**config.mk**
```make
export PLATFORM = sky130hd
export DESIGN_NAME = asm_encoder
export DESIGN_NICKNAME = d
export VERILOG_FILES = /design/src/rtl/asm_pkg.sv /design/src/rtl/asm_opcode_lut.sv /design/src/rtl/asm_encoder.sv
export SDC_FILE = /design/constraint.sdc
export NUM_CORES = 1
export LEC_CHECK = 0
export ABC_AREA = 1
export CORE_UTILIZATION = 52
export CTS_CLUSTER_DIAMETER = 100
export DETAILED_ROUTE_END_ITERATION = 8
export GPL_ROUTABILITY_DRIVEN = 0
export PLACE_DENSITY_LB_ADDON = 0.12
export SYNTH_ARGS = -nofsm -noshare
export SYNTH_HDL_FRONTEND = slang
export SYNTH_HIERARCHICAL = 1
export SYNTH_SLANG_ARGS = --single-unit
export TNS_END_PERCENT = 10
```
**constraint.sdc**
```tcl
create_clock -name clk -period 1.45 [get_ports clk]
set_input_delay 0.2175 -clock clk [delete_from_list [all_inputs] [get_ports clk]]
set_output_delay 0.2175 -clock clk [all_outputs]
set_load 0.02 [all_outputs]
```
**src/rtl/asm_pkg.sv**
```systemverilog
// Shared types and helpers for the 65C2424 mini-assembler.
// Addressing modes, encoder FSM states, prefix and operand-length helpers.
package asm_pkg;

    typedef enum logic [3:0] {
        IMP, ACC, IMM, ZP, ZPX, ZPY, ABS, ABX,
        ABY, IND, INX, INY, ZPI, REL, AIX
    } mode_t;

    typedef enum logic [2:0] {
        IDLE, PFX, OPC, OP0, OP1, OP2
    } state_t;

    localparam logic [3:0] PFX_BASE = 4'hF;

    // Operand bytes following the opcode.
    function automatic logic [1:0] op_len(
        input logic [3:0] m,
        input logic [1:0] rw,
        input logic       aw24
    );
        logic [1:0] n;
        n = 2'd0;
        case (m)
            IMP, ACC:
                n = 2'd0;
            IMM:
                n = 2'd1 + rw;
            ZP, ZPX, ZPY, INX, INY, ZPI, REL:
                n = 2'd1;
            ABS, ABX, ABY, IND, AIX:
                n = 2'd2 + {1'b0, aw24};
            default:
                n = 2'd0;
        endcase
        return n;
    endfunction

    function automatic logic [7:0] prefix_byte(
        input logic [1:0] rw,
        input logic       aw24
    );
        return {rw == 2'd2, rw == 2'd1, 1'b0, aw24, PFX_BASE};
    endfunction

endpackage

```
**src/rtl/asm_opcode_lut.sv**
```systemverilog
// Combinational {mnemonic, mode} -> opcode lookup for the 65C02 set plus
// the CPU prefix codes. Ports: mnem, mode in; opcode, valid out.
import asm_pkg::*;

module asm_opcode_lut (
    input  logic [23:0] mnem,
    input  logic [3:0]  mode,
    output logic [7:0]  opcode,
    output logic        valid
);

    logic       g1;
    logic       g2;
    logic [2:0] aaa;
    logic [4:0] lo;
    logic       lo_ok;
    logic [8:0] r;

    always_comb begin
        g1  = 1'b0;
        g2  = 1'b0;
        aaa = 3'd0;
        case (mnem)
            "ORA": begin g1 = 1'b1; aaa = 3'd0; end
            "AND": begin g1 = 1'b1; aaa = 3'd1; end
            "EOR": begin g1 = 1'b1; aaa = 3'd2; end
            "ADC": begin g1 = 1'b1; aaa = 3'd3; end
            "STA": begin g1 = 1'b1; aaa = 3'd4; end
            "LDA": begin g1 = 1'b1; aaa = 3'd5; end
            "CMP": begin g1 = 1'b1; aaa = 3'd6; end
            "SBC": begin g1 = 1'b1; aaa = 3'd7; end
            "ASL": begin g2 = 1'b1; aaa = 3'd0; end
            "ROL": begin g2 = 1'b1; aaa = 3'd1; end
            "LSR": begin g2 = 1'b1; aaa = 3'd2; end
            "ROR": begin g2 = 1'b1; aaa = 3'd3; end
            default: ;
        endcase
    end

    // Regular ALU and shift groups: opcode = {aaa, mode column}.
    always_comb begin
        lo    = 5'd0;
        lo_ok = 1'b0;
        if (g1) begin
            lo_ok = 1'b1;
            case (mode)
                INX:     lo = 5'h01;
                ZP:      lo = 5'h05;
                IMM:     lo = 5'h09;
                ABS:     lo = 5'h0D;
                INY:     lo = 5'h11;
                ZPI:     lo = 5'h12;
                ZPX:     lo = 5'h15;
                ABY:     lo = 5'h19;
                ABX:     lo = 5'h1D;
                default: lo_ok = 1'b0;
            endcase
            // 0x89 is BIT #imm, there is no STA #imm.
            if (mnem == "STA" && mode == IMM)
                lo_ok = 1'b0;
        end else if (g2) begin
            lo_ok = 1'b1;
            case (mode)
                ZP:      lo = 5'h06;
                ACC:     lo = 5'h0A;
                ABS:     lo = 5'h0E;
                ZPX:     lo = 5'h16;
                ABX:     lo = 5'h1E;
                default: lo_ok = 1'b0;
            endcase
        end
    end

    always_comb begin
        r = 9'h000;
        if (lo_ok) begin
            r = {1'b1, aaa, lo};
        end else begin
            case ({mnem, mode})
                {"INC", ACC}: r = 9'h11A;
                {"INC", ZP }: r = 9'h1E6;
                {"INC", ZPX}: r = 9'h1F6;
                {"INC", ABS}: r = 9'h1EE;
                {"INC", ABX}: r = 9'h1FE;
                {"DEC", ACC}: r = 9'h13A;
                {"DEC", ZP }: r = 9'h1C6;
                {"DEC", ZPX}: r = 9'h1D6;
                {"DEC", ABS}: r = 9'h1CE;
                {"DEC", ABX}: r = 9'h1DE;
                {"LDX", IMM}: r = 9'h1A2;
                {"LDX", ZP }: r = 9'h1A6;
                {"LDX", ZPY}: r = 9'h1B6;
                {"LDX", ABS}: r = 9'h1AE;
                {"LDX", ABY}: r = 9'h1BE;
                {"STX", ZP }: r = 9'h186;
                {"STX", ZPY}: r = 9'h196;
                {"STX", ABS}: r = 9'h18E;
                {"LDY", IMM}: r = 9'h1A0;
                {"LDY", ZP }: r = 9'h1A4;
                {"LDY", ZPX}: r = 9'h1B4;
                {"LDY", ABS}: r = 9'h1AC;
                {"LDY", ABX}: r = 9'h1BC;
                {"STY", ZP }: r = 9'h184;
                {"STY", ZPX}: r = 9'h194;
                {"STY", ABS}: r = 9'h18C;
                {"CPX", IMM}: r = 9'h1E0;
                {"CPX", ZP }: r = 9'h1E4;
                {"CPX", ABS}: r = 9'h1EC;
                {"CPY", IMM}: r = 9'h1C0;
                {"CPY", ZP }: r = 9'h1C4;
                {"CPY", ABS}: r = 9'h1CC;
                {"BIT", IMM}: r = 9'h189;
                {"BIT", ZP }: r = 9'h124;
                {"BIT", ZPX}: r = 9'h134;
                {"BIT", ABS}: r = 9'h12C;
                {"BIT", ABX}: r = 9'h13C;
                {"STZ", ZP }: r = 9'h164;
                {"STZ", ZPX}: r = 9'h174;
                {"STZ", ABS}: r = 9'h19C;
                {"STZ", ABX}: r = 9'h19E;
                {"TSB", ZP }: r = 9'h104;
                {"TSB", ABS}: r = 9'h10C;
                {"TRB", ZP }: r = 9'h114;
                {"TRB", ABS}: r = 9'h11C;
                {"JMP", ABS}: r = 9'h14C;
                {"JMP", IND}: r = 9'h16C;
                {"JMP", AIX}: r = 9'h17C;
                {"JSR", ABS}: r = 9'h120;
                {"BPL", REL}: r = 9'h110;
                {"BMI", REL}: r = 9'h130;
                {"BVC", REL}: r = 9'h150;
                {"BVS", REL}: r = 9'h170;
                {"BRA", REL}: r = 9'h180;
                {"BCC", REL}: r = 9'h190;
                {"BCS", REL}: r = 9'h1B0;
                {"BNE", REL}: r = 9'h1D0;
                {"BEQ", REL}: r = 9'h1F0;
                {"BRK", IMP}: r = 9'h100;
                {"PHP", IMP}: r = 9'h108;
                {"CLC", IMP}: r = 9'h118;
                {"PLP", IMP}: r = 9'h128;
                {"SEC", IMP}: r = 9'h138;
                {"RTI", IMP}: r = 9'h140;
                {"PHA", IMP}: r = 9'h148;
                {"CLI", IMP}: r = 9'h158;
                {"PHY", IMP}: r = 9'h15A;
                {"RTS", IMP}: r = 9'h160;
                {"PLA", IMP}: r = 9'h168;
                {"SEI", IMP}: r = 9'h178;
                {"PLY", IMP}: r = 9'h17A;
                {"DEY", IMP}: r = 9'h188;
                {"TXA", IMP}: r = 9'h18A;
                {"TYA", IMP}: r = 9'h198;
                {"TXS", IMP}: r = 9'h19A;
                {"TAY", IMP}: r = 9'h1A8;
                {"TAX", IMP}: r = 9'h1AA;
                {"CLV", IMP}: r = 9'h1B8;
                {"TSX", IMP}: r = 9'h1BA;
                {"INY", IMP}: r = 9'h1C8;
                {"DEX", IMP}: r = 9'h1CA;
                {"WAI", IMP}: r = 9'h1CB;
                {"CLD", IMP}: r = 9'h1D8;
                {"PHX", IMP}: r = 9'h1DA;
                {"STP", IMP}: r = 9'h1DB;
                {"INX", IMP}: r = 9'h1E8;
                {"NOP", IMP}: r = 9'h1EA;
                {"SED", IMP}: r = 9'h1F8;
                {"PLX", IMP}: r = 9'h1FA;
                {"A24", IMP}: r = 9'h11F;
                {"R16", IMP}: r = 9'h14F;
                {"R24", IMP}: r = 9'h18F;
                default:      r = 9'h000;
            endcase
        end
    end

    assign opcode = r[7:0];
    assign valid  = r[8];

endmodule

```
**src/rtl/asm_encoder.sv**
```systemverilog
// Mini-assembler: one request in, prefix/opcode/operand bytes out.
// Ports: in_valid/in_ready request, out_valid/out_ready byte stream, err.
import asm_pkg::*;

module asm_encoder #(
    parameter bit ALLOW_PREFIX = 1'b1
) (
    input  logic        clk,
    input  logic        rst_n,
    input  logic        in_valid,
    output logic        in_ready,
    input  logic [23:0] mnem,
    input  logic [3:0]  mode,
    input  logic [23:0] operand,
    input  logic        aw24,
    input  logic [1:0]  rw,
    output logic        out_valid,
    input  logic        out_ready,
    output logic [7:0]  out_byte,
    output logic        out_last,
    output logic        err
);

    logic [7:0]  lut_op;
    logic        lut_ok;
    logic        need_pfx;
    logic        bad;
    logic        accept;
    logic        fire;
    logic [1:0]  len;

    state_t      state;
    logic [7:0]  opc_q;
    logic [23:0] opnd_q;
    logic [1:0]  n_q;

    asm_opcode_lut u_lut (
        .mnem   (mnem),
        .mode   (mode),
        .opcode (lut_op),
        .valid  (lut_ok)
    );

    assign need_pfx = aw24 || (rw != 2'd0);
    assign bad      = !lut_ok || (rw == 2'd3) ||
                      (need_pfx && !ALLOW_PREFIX);
    assign accept   = in_valid && in_ready;
    assign fire     = out_valid && out_ready;
    assign len      = op_len(mode, rw, aw24);

    always_ff @(posedge clk or negedge rst_n) begin
        if (!rst_n) begin
            state     <= IDLE;
            in_ready  <= 1'b0;
            out_valid <= 1'b0;
            out_byte  <= 8'h00;
            out_last  <= 1'b0;
            err       <= 1'b0;
            opc_q     <= 8'h00;
            opnd_q    <= 24'h0;
            n_q       <= 2'd0;
        end else begin
            err <= 1'b0;
            if (state == IDLE) begin
                in_ready <= 1'b1;
                if (accept) begin
                    if (bad) begin
                        err <= 1'b1;
                    end else begin
                        opc_q     <= lut_op;
                        opnd_q    <= operand;
                        n_q       <= len;
                        in_ready  <= 1'b0;
                        out_valid <= 1'b1;
                        if (need_pfx) begin
                            state    <= PFX;
                            out_byte <= prefix_byte(rw, aw24);
                            out_last <= 1'b0;
                        end else begin
                            state    <= OPC;
                            out_byte <= lut_op;
                            out_last <= (len == 2'd0);
                        end
                    end
                end
            end else if (fire) begin
                // The byte flagged last closes the instruction.
                if (out_last) begin
                    state     <= IDLE;
                    out_valid <= 1'b0;
                    out_last  <= 1'b0;
                    in_ready  <= 1'b1;
                end else begin
                    unique case (state)
                        PFX: begin
                            state    <= OPC;
                            out_byte <= opc_q;
                            out_last <= (n_q == 2'd0);
                        end
                        OPC: begin
                            state    <= OP0;
                            out_byte <= opnd_q[7:0];
                            out_last <= (n_q == 2'd1);
                        end
                        OP0: begin
                            state    <= OP1;
                            out_byte <= opnd_q[15:8];
                            out_last <= (n_q == 2'd2);
                        end
                        OP1: begin
                            state    <= OP2;
                            out_byte <= opnd_q[23:16];
                            out_last <= 1'b1;
                        end
                        default: begin
                            state     <= IDLE;
                            out_valid <= 1'b0;
                            out_last  <= 1'b0;
                            in_ready  <= 1'b1;
                        end
                    endcase
                end
            end
        end
    end

endmodule

```
==> results of run 1 <==
[what timing repair did]
item,4_1_cts
buffers inserted,55
gates cloned,2
endpoints found under the hold margin,49
hold buffers,1
resized for setup,323
pin swaps,89
endpoints found under the setup margin,60
[per-stage QoR]
stage          cells  TNS (ns)  utilization, %  cell area, um2  setup slack (ns)
3_5_place_dp    1540    -82.58            84.0            8830             -1.79
2_1_floorplan   1078    -29.26               -            5960            -0.665
3_3_place_gp    1540    -75.27            84.0            8830             -1.59
4_1_cts         1604    -34.45            94.2            9900            -0.775
[cell families after synthesis]
| kind of cell | synth area share [%] |
|---|---|
| and+or+nand+nor | 61.0 |
| adders and majority gates | 0.874 |
| buffers and inverters | 8.36 |
| AOI/OAI and AO/OA | 8.39 |
| DFF | 21.4 |
[routing by layer]
metal  GRT overflow  track usage (%)
met2             53             94.5
met1              3             77.5
met5              0             32.4
met3              3             63.7
met4             33             76.0
==> run_results.csv, run 1 <==
group,metric,value,unit
run_status,run_status,"stopped before the end",
run_status,stop_stage,"global routing",
run_status,error,"[ERROR GRT-0116] Global routing finished with congestion. Check the congestion regions in the DRC Viewer.",
global_routing,grt_pass1_wl,66.7,mm
logic_synthesis,syn_area,5730,um2
logic_synthesis,synth-edff-count,0,
logic_synthesis,ys_types,35,
logic_synthesis,synth_top_cell_by_area,"nand2_1",
floorplan,row_count,37,
logic_synthesis,ys_warn_count,6,
logic_synthesis,synthTopCellsByCount,"397 x nand2_1, 227 x nor2_1, 94 x inv_1, 92 x nand3_1, 49 x dfrtp_1",
logic_synthesis,yosysSeqAreaShare,21.4,%
clock_network,cts_max_level,2,
global_routing,grt_start_max_net_pins,50,
placement,port_buffers,70,
clock_network,clock-root-buffer,"clkbuf_8",
logic_synthesis,synthCells,1078,
floorplan,die_y,107,um
global_routing,grt_usage,77.9,%
logic_synthesis,avgSynthCellArea,5.31,um2
clock_network,cts.sinks,49,
floorplan,initial_core_util,54.5,%
logic_synthesis,synth_top_area_share,26.0,%
global_routing,grt.overflow.total,92,
logic_synthesis,synth_most_common_cell,"nand2_1",
floorplan,ios,71,
placement,dpl.hpwl,20.7,mm
logic_synthesis,ys_async_sr_fraction,100,%
logic_synthesis,yosys-top-cells-area,"nand2_1 26%, dfrtp_1 21%, nor2_1 15%",
logic_synthesis,synth-seq-cells,49,
global_routing,grt_pass1_vias,12000,
logic_synthesis,syn_nets,1141,
logic_synthesis,synth_top_flop_cell,"dfrtp_1",
clock_network,cts_buffer_depth,2,
clock_network,cts_buffers,5,
floorplan,die_width,107,um
==> run 2: changes to the inputs <==
Settings changed: CORE_UTILIZATION 52 to 40, CTS_CLUSTER_DIAMETER 100 to unset, PLACE_DENSITY_LB_ADDON 0.12 to 0.15.
Clock period 1.45 ns to 1.9 ns, I/O delays scaled along.
==> run_results.csv, run 2 <==
group,metric,value,unit
placement,dpl.cell_count,1553,
floorplan,row_count,43,
logic_synthesis,synth_compound_area_share,8.39,%
detailed_routing,vias_per_cell,5.53,
floorplan,die_area,14800,um2
floorplan,die_y,122,um
floorplan,ios,71,
final_layout,largest_register_ffs,24,
final_layout,drive_gt1_share,40.7,%
power_and_ir_drop,cell_internal_pwr,0.00199,W
global_routing,antenna_found_initial,0,
logic_synthesis,syn_area,5730,um2
power_and_ir_drop,power_frac_comb,25.4,%
logic_synthesis,yosys-top-cells-area,"nand2_1 26%, dfrtp_1 21%, nor2_1 15%",
setup_path,critical_path_class,"in2reg",
detailed_routing,routed_wl,27.9,mm
clock_network,cts_buffer_depth,2,
power_and_ir_drop,p_sw,0.000769,W
logic_synthesis,synthTopCellsByCount,"397 x nand2_1, 227 x nor2_1, 94 x inv_1, 92 x nand3_1, 49 x dfrtp_1",
power_and_ir_drop,p_sw_share,27.9,%
run_status,run_status,"finished with violations",
global_routing,grt.overflow.total,0,
logic_synthesis,synth_top_area_share,26.0,%
final_layout,nets,1529,
clock_network,cts_tree,"built",
logic_synthesis,yosys.area_share.adder,0.874,%
detailed_routing,drt_iter0_markers,1079,
logic_synthesis,ys_async_sr_fraction,100,%
power_and_ir_drop,irDropWorstVdd,0.361,mV
timing,fin_crit_sh,130,%
final_layout,n_fill_cell,1049,
final_layout,final_cell_mix,"350 x nand2_1, 290 x buf_4, 161 x nor2_1",
logic_synthesis,avgSynthCellArea,5.31,um2
power_and_ir_drop,seqPwrFrac,37.8,%
floorplan,die_width,122,um
setup_path,path_max_fanout,7,
timing,setup_viol,49,
final_layout,reg_top3,"opnd_q (24), opc_q (8), out_byte (8)",
logic_synthesis,synth-seq-cells,49,
setup_path,arrival,2.67,ns
logic_synthesis,synth_most_common_cell,"nand2_1",
timing,fmax,404,MHz
logic_synthesis,synthSimpleGateAreaFrac,61.0,%
clock_network,clock-root-buffer,"clkbuf_16",
timing,drv_slew,0,
final_layout,stdcell_count,1647,
final_layout,final_area,10300,um2
detailed_routing,wl_per_cell,16.9,um
final_layout,diodes,0,
logic_synthesis,yosysSeqAreaShare,21.4,%
logic_synthesis,syn_nets,1141,
logic_synthesis,synthCells,1078,
setup_path,setup.worst_path.start_class,"input pin",
logic_synthesis,synth_top_cell_by_area,"nand2_1",
final_layout,area_growth_syn_to_layout,79.0,%
clock_network,clk_pin_slew,0.07,ns
logic_synthesis,ys_types,35,
detailed_routing,ant_nets,0,
logic_synthesis,synth-edff-count,0,
logic_synthesis,muxShareOfSynthArea,0,%
placement,dpl.hpwl,20.4,mm
run_status,violations,"setup timing",
flow_run,maxCapViolations,0,
placement,placed_area,8600,um2
final_layout,top_register,"opnd_q",
floorplan,coreArea,13900,um2
timing,hold_violations,0,
logic_synthesis,synth_top_family_by_area,"simple AND/OR/NAND/NOR gates",
logic_synthesis,synth_xor_area_share,0,%
detailed_routing,drc_errors,0,
timing,slew_headroom,67.0,%
timing,setup_ws,-0.576,ns
placement,port_buffers,70,
logic_synthesis,synth_top_flop_cell,"dfrtp_1",
timing,finClkSkew,0.0118,ns
global_routing,grt_pass1_vias,8826,
global_routing,grt_pass1_wl,42.6,mm
power_and_ir_drop,p_per_area,269,nW/um2
final_layout,final_common_cell,"nand2_1",
clock_network,cts_max_level,2,
power_and_ir_drop,power.leakage,5.29,nW
worst_hold_path,min_path_type,"reg2reg",
timing,min_period,2.48,ns
clock_network,cts_buffers,5,
setup_path,required,2.09,ns
clock_network,worstSkewPairLatency,0.30,ns
detailed_routing,firstDrtPassIters,7,
floorplan,initial_core_util,41.1,%
global_routing,grt_usage,36.9,%
timing,max_slew.worst_pin.slew,0.490,ns
power_and_ir_drop,clockPowerShare,36.8,%
global_routing,grt_start_max_net_pins,30,
logic_synthesis,ys_warn_count,6,
detailed_routing,vias,9109,
setup_path,worst-r2r-setup-slack,0.02,ns
timing,rsz0062_at_grt,"yes",
setup_path,worst_setup_path_end_kind,"register",
clock_network,cts.sinks,49,
run 2: cell counts after synthesis:
No cell type changed its count.
run 2: worst max-delay path, stage by stage:
cell and delay, ns:
buf_2 0.14, inv_2 0.06, nand2_1 0.10, nor2_1 0.06, buf_4 0.16, inv_2 0.08, nor2_4 0.08, nand2_2 0.10
buf_4 0.12, buf_4 0.12, nand2_1 0.05, nor3b_1 0.27, nand2_1 0.13, nor2_1 0.14, nand2_1 0.07, nor2_1 0.18
nand2_2 0.10, a211oi_2 0.22, nor2_1 0.07, o21ai_1 0.07, nand2_1 0.06
run 2: power by group through the flow:
stage               clock, W  combinational, W  sequential (W)
floorplan                  0          0.000194         0.00106
finish               0.00101          0.000701         0.00104
global route         0.00104          0.000748         0.00104
detailed placement         0          0.000549         0.00106
global placement           0          0.000546         0.00106
CTS                  0.00101          0.000653         0.00104
run 2: cell type report:
type / instances / area (um2) / share of cell area, %
clock buffers: 5 / 125 / 1.22
inverters: 108 / 450 / 4.39
multi-input cells: 910 / 4900 / 47.8
flip-flops and latches: 49 / 1230 / 12.0
clock inverters: 3 / 43.8 / 0.427
well taps: 180 / 225 / 2.20
repair buffers: 392 / 3280 / 32.0
run 2: repair_timing:
action                                  4_1_cts  5_1_grt
gates resized for setup                     332       41
setup buffers                                67       14
hold buffers                                  1        0
endpoints found under the setup margin       49       49
pin swaps                                   102       37
cloned                                        4        0
hold endpoints to repair                     20        0
run 2: per-stage QoR:
stage / total power (W) / util (%) / hold slack [ns] / TNS [ns] / worst slack (ns)
floorplan: 0.00126 / - / -0.0106 / -10.73 / -0.283
global placement: 0.00161 / 61.7 / 0.273 / -57.60 / -1.26
detailed placement: 0.00161 / 61.7 / 0.266 / -59.61 / -1.34
CTS: 0.00271 / 71.8 / 0.479 / -14.73 / -0.376
global route: 0.00283 / 73.6 / 0.492 / -29.89 / -0.692
finish: 0.00276 / 73.6 / 0.483 / -23.70 / -0.576
run 2: worst paths after layout:
check | start | to | cells past startpoint
max | mnem[16] | out_byte[4] | 21
max reg2reg | state[0] | out_byte[7] | 6
max in group asynchronous | rst_n | state[1] | 3
min | out_byte[4] | out_byte[4] | 2
min in group asynchronous | rst_n | opnd_q[17] | 2
min reg2reg | out_byte[4] | out_byte[4] | 2
run 2: cell families (layout without fill, tap and decap cells):
family / Yosys count / in the layout
simple gates: 817 / 818
buf+inv: 121 / 508
compound gates: 87 / 88
flops: 49 / 49
fa+ha+maj: 4 / 4
run 2: metal layers:
metal	up-vias	share of wire [%]	GRT usage (%)
met3	204	10	6.65
li1	4209	-	-
met1	4095	37	43.1
met2	601	45	61.0
met5	-	0	0
met4	0	8.1	26.2
No activity file was read; power rests on OpenSTA's default activity.
